$ cat src/rtl/periph_router.sv
// Routes one master access to one of NUM_SLAVES slots; optional status block under PERIPH_ROUTER_STATUS_EN.
// Latency: ack at T+2 (zero-wait/unmapped/status), T+2+k with k slave wait cycles, T+1+TIMEOUT on timeout.
// Backpressure: ready low while an access is in flight; requests seen then are dropped (sticky flag).
module periph_router #(
    parameter int          NUM_SLAVES = 8,
    parameter int          FIRST_SLOT = 1,
    parameter int          TIMEOUT    = 16,
    parameter logic [31:0] ERR_DATA   = 32'hDEADBEEF
) (
    input  logic                     clk,
    input  logic                     rst_n,
    input  logic [13:0]              address,
    input  logic [31:0]              write_data,
    input  logic                     we,
    input  logic                     re,
    output logic                     ready,
    output logic                     ack,
    output logic                     bus_err,
    output logic [31:0]              read_data,
    output logic [7:0]               s_addr,
    output logic [31:0]              s_wdata,
    output logic [NUM_SLAVES-1:0]    s_we,
    output logic [NUM_SLAVES-1:0]    s_re,
    input  logic [32*NUM_SLAVES-1:0] s_rdata,
    input  logic [NUM_SLAVES-1:0]    s_ready
);
    localparam int CW = $clog2(TIMEOUT + 1);

    typedef enum logic [1:0] {IDLE, STROBE, WAIT, DONE} state_t;
    state_t state_q, state_d;

    logic [4:0]            slot, slot_q, ch_q;
    logic                  req, accept, mapped_hit, stat_hit;
    logic                  dir_we_q, map_q, stat_q, err_q;
    logic [CW-1:0]         cnt_q;
    logic [NUM_SLAVES-1:0] sel_vec;
    logic [31:0]           rdata_sel, stat_rd;
    logic                  rdy_sel, err_ev, to_ev, cap_ev;
    logic                  unused_addr_msb;

    assign unused_addr_msb = address[13];
    assign slot       = address[12:8];
    assign req        = re | we;
    assign ready      = (state_q == IDLE) || (state_q == DONE);
    assign accept     = req & ready;
    assign mapped_hit = ({27'd0, slot} >= 32'(FIRST_SLOT)) &&
                        (({27'd0, slot} - 32'(FIRST_SLOT)) < 32'(NUM_SLAVES));

    always_comb begin
        sel_vec   = '0;
        rdata_sel = '0;
        rdy_sel   = 1'b0;
        for (int i = 0; i < NUM_SLAVES; i++) begin
            sel_vec[i] = (ch_q == 5'(i));
            if (ch_q == 5'(i)) begin
                rdata_sel = s_rdata[32*i +: 32];
                rdy_sel   = s_ready[i];
            end
        end
    end

    always_ff @(posedge clk or negedge rst_n) begin
        if (!rst_n) state_q <= IDLE;
        else        state_q <= state_d;
    end

    // Unmapped and status accesses still spend one cycle in STROBE (strobes masked) so every
    // non-waiting access acks at T+2.
    always_comb begin
        state_d = state_q;
        err_ev  = 1'b0;
        to_ev   = 1'b0;
        cap_ev  = 1'b0;
        case (state_q)
            IDLE:   if (req) state_d = STROBE;
            STROBE: begin
                if (stat_q) begin
                    state_d = DONE;
                    cap_ev  = 1'b1;
                end else if (!map_q) begin
                    state_d = DONE;
                    err_ev  = 1'b1;
                end else if (rdy_sel) begin
                    state_d = DONE;
                    cap_ev  = 1'b1;
                end else begin
                    state_d = WAIT;
                end
            end
            WAIT: begin
                if (rdy_sel) begin
                    state_d = DONE;
                    cap_ev  = 1'b1;
                end else if (cnt_q == CW'(TIMEOUT)) begin
                    state_d = DONE;
                    err_ev  = 1'b1;
                    to_ev   = 1'b1;
                end
            end
            DONE:    state_d = req ? STROBE : IDLE;
            default: state_d = IDLE;
        endcase
    end

    always_ff @(posedge clk or negedge rst_n) begin
        if (!rst_n) begin
            s_addr    <= '0;
            s_wdata   <= '0;
            dir_we_q  <= 1'b0;
            slot_q    <= '0;
            ch_q      <= '0;
            map_q     <= 1'b0;
            stat_q    <= 1'b0;
            cnt_q     <= '0;
            err_q     <= 1'b0;
            read_data <= '0;
        end else begin
            if (accept) begin
                s_addr   <= address[7:0];
                s_wdata  <= write_data;
                dir_we_q <= we;
                slot_q   <= slot;
                ch_q     <= slot - 5'(FIRST_SLOT);
                map_q    <= mapped_hit & ~stat_hit;
                stat_q   <= stat_hit;
                cnt_q    <= CW'(1);
            end else if (state_d == WAIT) begin
                cnt_q <= cnt_q + CW'(1);
            end
            if (err_ev || cap_ev) begin
                err_q <= err_ev;
                if (!dir_we_q)
                    read_data <= err_ev ? ERR_DATA : (stat_q ? stat_rd : rdata_sel);
            end
        end
    end

    assign ack     = (state_q == DONE);
    assign bus_err = ack & err_q;
    assign s_we    = (state_q == STROBE && map_q &&  dir_we_q) ? sel_vec : '0;
    assign s_re    = (state_q == STROBE && map_q && !dir_we_q) ? sel_vec : '0;

`ifdef PERIPH_ROUTER_STATUS_EN
    logic [7:0] err_cnt_q;
    logic       last_to_q, dropped_q, stat_clr;
    logic [4:0] last_slot_q;

    assign stat_hit = (slot == 5'd0);
    assign stat_clr = (state_q == STROBE) && stat_q && dir_we_q && (s_addr == 8'h00);

    // A drop landing on the same edge as a clear survives it.
    always_ff @(posedge clk or negedge rst_n) begin
        if (!rst_n) begin
            err_cnt_q   <= '0;
            last_to_q   <= 1'b0;
            dropped_q   <= 1'b0;
            last_slot_q <= '0;
        end else begin
            if (stat_clr) begin
                err_cnt_q   <= '0;
                last_to_q   <= 1'b0;
                dropped_q   <= 1'b0;
                last_slot_q <= '0;
            end else if (err_ev) begin
                if (err_cnt_q != 8'hFF) err_cnt_q <= err_cnt_q + 8'd1;
                last_to_q   <= to_ev;
                last_slot_q <= slot_q;
            end
            if (req && !ready) dropped_q <= 1'b1;
        end
    end

    always_comb begin
        stat_rd = '0;
        case (s_addr)
            8'h00:   stat_rd = {11'd0, last_slot_q, 6'd0, dropped_q, last_to_q, err_cnt_q};
            8'h04:   stat_rd = 32'(NUM_SLAVES);
            default: stat_rd = '0;
        endcase
    end
`else
    assign stat_hit = 1'b0;
    assign stat_rd  = '0;
`endif
endmodule

$ cat config.mk
export PLATFORM = sky130hd
export DESIGN_NAME = periph_router
export DESIGN_NICKNAME = d
export VERILOG_FILES = /design/src/rtl/periph_router.sv
export SDC_FILE = /design/constraint.sdc
export NUM_CORES = 1
export LEC_CHECK = 0
export CELL_PAD_IN_SITES_DETAIL_PLACEMENT = 2
export CELL_PAD_IN_SITES_GLOBAL_PLACEMENT = 2
export CORE_ASPECT_RATIO = 0.5
export CORE_MARGIN = 4
export CORE_UTILIZATION = 20
export DETAILED_ROUTE_END_ITERATION = 8
export PLACE_DENSITY = 0.92
export REMOVE_ABC_BUFFERS = 1
export SETUP_SLACK_MARGIN = 0.5
export SLEW_MARGIN = 10
export SYNTH_ARGS = -nofsm -noshare
export SYNTH_HDL_FRONTEND = slang
export SYNTH_SLANG_ARGS = --single-unit
$ cat constraint.sdc
create_clock -name clk -period 3.74 [get_ports clk]
set_input_delay 0.748 -clock clk [delete_from_list [all_inputs] [get_ports clk]]
set_output_delay 0.748 -clock clk [all_outputs]
set_load 0.01 [all_outputs]
==> impl_metrics.yaml <==
run_status:
  status: "finished clean"
finish:
  final_cells: 1346
  diodes: 0
  synthToLayoutAreaGrowth_pct: 86.9
  seqCellArea_sq_um: 2180
  multi_input_area_sq_um: 3200
  mostFrequentLayoutCells: "402 x clkdlybuf4s50_1, 85 x dfrtp_1, 53 x mux2_2"
  final_core_util: 0.388
  final_common_cell: "clkdlybuf4s50_1"
  nFillCells: 2900
  drive_above_1_share: 0.122
  finalInstanceArea_sq_um: 10400
  fin_nets: 1288
power_and_ir_drop:
  power.total_mw: 7.40
  power_density_nw_per_um2: 708
  leakagePower_nw: 3.90
  irDropWorstVdd_uv: 268
grt:
  grt_usage: 0.218
  grt_start_max_net_pins: 54
  grt_pass1_wl_um: 50700
  grt_overflow: 0
  antenna_found_initial: 0
  grt_pass1_vias: 7707
placement:
  numPortBuffers: 403
  hpwl_um: 28600
  placed_area_sq_um: 10100
  place.gp.congestion: 0.892
  place_inst: 1327
  dp_slack_ns: 0.662
die:
  dieWidth_um: 244
  dieArea_sq_um: 30900
  initial_core_util: 0.207
  dieHeight_um: 126
  fp-row-count: 42
  ios: 405
  core_area_sq_um: 27000
yosys:
  synth_seq_area_share: 0.389
  async_reset_ff_frac: 1.00
  synth_cell_types: 51
  netlist_area_sq_um: 5590
  synth_edf_count: 0
  avgSynthCellArea_sq_um: 9.72
  synth_cells: 575
  ys_ff_latch: 87
  synth_top_flop_cell: "dfrtp_1"
  yosys_warnings: 0
route:
  drc_errors: 0
  num_vias: 6787
  avgViaCountPerCell: 5.04
  routedWlPerCell_um: 26.2
  first_pass_iters: 5
  drtIter0Drc: 394
  postRouteAntennaNets: 0
  routed_wl_um: 35200
timing:
  finClkSkew_ns: 0.0129
  maxSlewHeadroom: 0.457
  finalSetupViolations: 0
  grt_setup_unrepaired: "no"
  max_freq_ghz: 0.323
  setup_ws_ns: 0.640
  holdWs_ns: 0.439
  hold_viol: 0
  finalCriticalPeriod_ns: 3.10
  finalCritPeriodShare: 0.829
  finalMaxSlewViolations: 0
  worstMarginPinSlew_ns: 0.811
  final.setup.tns_ns: 0
clock_network:
  clockRootBuffer: "clkbuf_16"
  htree_levels: 3
  cts_hold_buf: 0
  cts_buffers: 9
  clk_latency_ns: 0.36
  clockBufferDepth: 2
  clk_pin_slew_ns: 0.08
  cts.sinks: 87
  cts_tree: "built"
worst_setup_path:
  required_ns: 2.99
  crit_type: "reg -> out"
  crit_path_max_fanout: 27
  critPathCaptureType: "primary output"
  worst_setup_path_start_kind: "flip-flop"
  arrival_ns: 2.35
worst_hold_path:
  min_path_type: "in -> async"
flow_run:
  drv_cap: 0
==> report_power, final <==
part           switching [mW]  internal, mW  total (mW)
Sequential              0.376          1.41        1.78
Combinational            2.35          2.30        4.65
Clock                   0.428         0.545       0.973
Total                    3.16          4.25        7.40
==> area by class of cell <==
class | instances | share of cell area
Clock buffer | 11 | 0.0232
Clock inverter | 5 | 0.00611
Inverter | 12 | 0.00431
Multi-Input combinational cell | 428 | 0.306
Sequential cell | 87 | 0.209
Tap cell | 374 | 0.0448
Timing Repair Buffer | 429 | 0.407
==> cells by family (layout without fill, tap and decap cells) <==
| logic type | Yosys count | in the layout | synth area share |
|---|---|---|---|
| AOI/OAI and AO/OA | 196 | 196 | 0.245 |
| and+or+nand+nor | 144 | 144 | 0.128 |
| DFF | 87 | 87 | 0.389 |
| muxes | 78 | 78 | 0.172 |
| buffers and inverters | 60 | 457 | 0.0459 |
| adders and majority gates | 7 | 7 | 0.0157 |
| xor gates and xnor gates | 3 | 3 | 0.00470 |
==> layer usage <==
| metal | global-route usage | vias to the layer above | wire length (um) |
|---|---|---|---|
| li1 | - | 2986 | - |
| met1 | 0.245 | 3531 | 13300 |
| met2 | 0.412 | 200 | 19200 |
| met3 | 0.0461 | 70 | 1470 |
| met4 | 0.0734 | 0 | 1240 |
| met5 | 0 | - | 0 |
==> synth_stat cells, drive strengths merged (5+ instances only) <==
cell     count  area share
dfrtp       87        0.39
mux2        53        0.11
o21ai       51       0.046
nand2       44       0.030
a22oi       38       0.052
nor2        30       0.021
clkbuf      29       0.019
a21oi       26       0.023
buf         19       0.018
nand3       19       0.017
a2bb2oi     17       0.027
mux2i       16       0.029
o221ai      13       0.020
inv         12      0.0081
nor3        12       0.013
a22o        10       0.016
nand4       10       0.011
mux4         9       0.036
nor2b        9       0.010
a2111oi      8       0.013
ha           7       0.016
o211ai       7       0.010
o22a         7       0.011
a221oi       5      0.0078
and2         5      0.0056
o22ai        5      0.0056
==> flip-flops by register name, indices dropped and copies added, names as in the netlist <==
signal,cells
read_data,32
s_wdata,32
s_addr,8
ch_q,5
cnt_q,5
state_q,2
dir_we_q,1
err_q,1
map_q,1
==> critical path, cell delays in order, from the launching register on <==
cell             delay, ns
dfrtp_4               0.60
buf_4                 0.29
nor2_1                0.23
nand2_1               0.12
nor2_1                0.17
clkdlybuf4s50_1       0.58
==> path summary, 6_finish.rpt <==
kind / startpoint / to / slack (ns) / cells past startpoint
max: ch_q[0] / s_we[0] / 0.64 / 5
min in group clk: cnt_q[4] / cnt_q[4] / 0.50 / 1
min reg2reg: cnt_q[4] / cnt_q[4] / 0.50 / 1
max reg2reg: ch_q[3] / read_data[23] / 0.79 / 9
min: rst_n / read_data[27] / 0.44 / 1
max in group asynchronous: rst_n / read_data[30] / 2.50 / 2
==> what timing repair did <==
item | in CTS | in global routing
gates resized for setup | 5 | 3
setup buffers | 0 | 3
cloned | 0 | 0
endpoints found under the setup margin | 7 | 12
hold endpoints to repair | 0 | 0
pin swaps | 0 | 1
No activity file was read; power rests on OpenSTA's default activity.
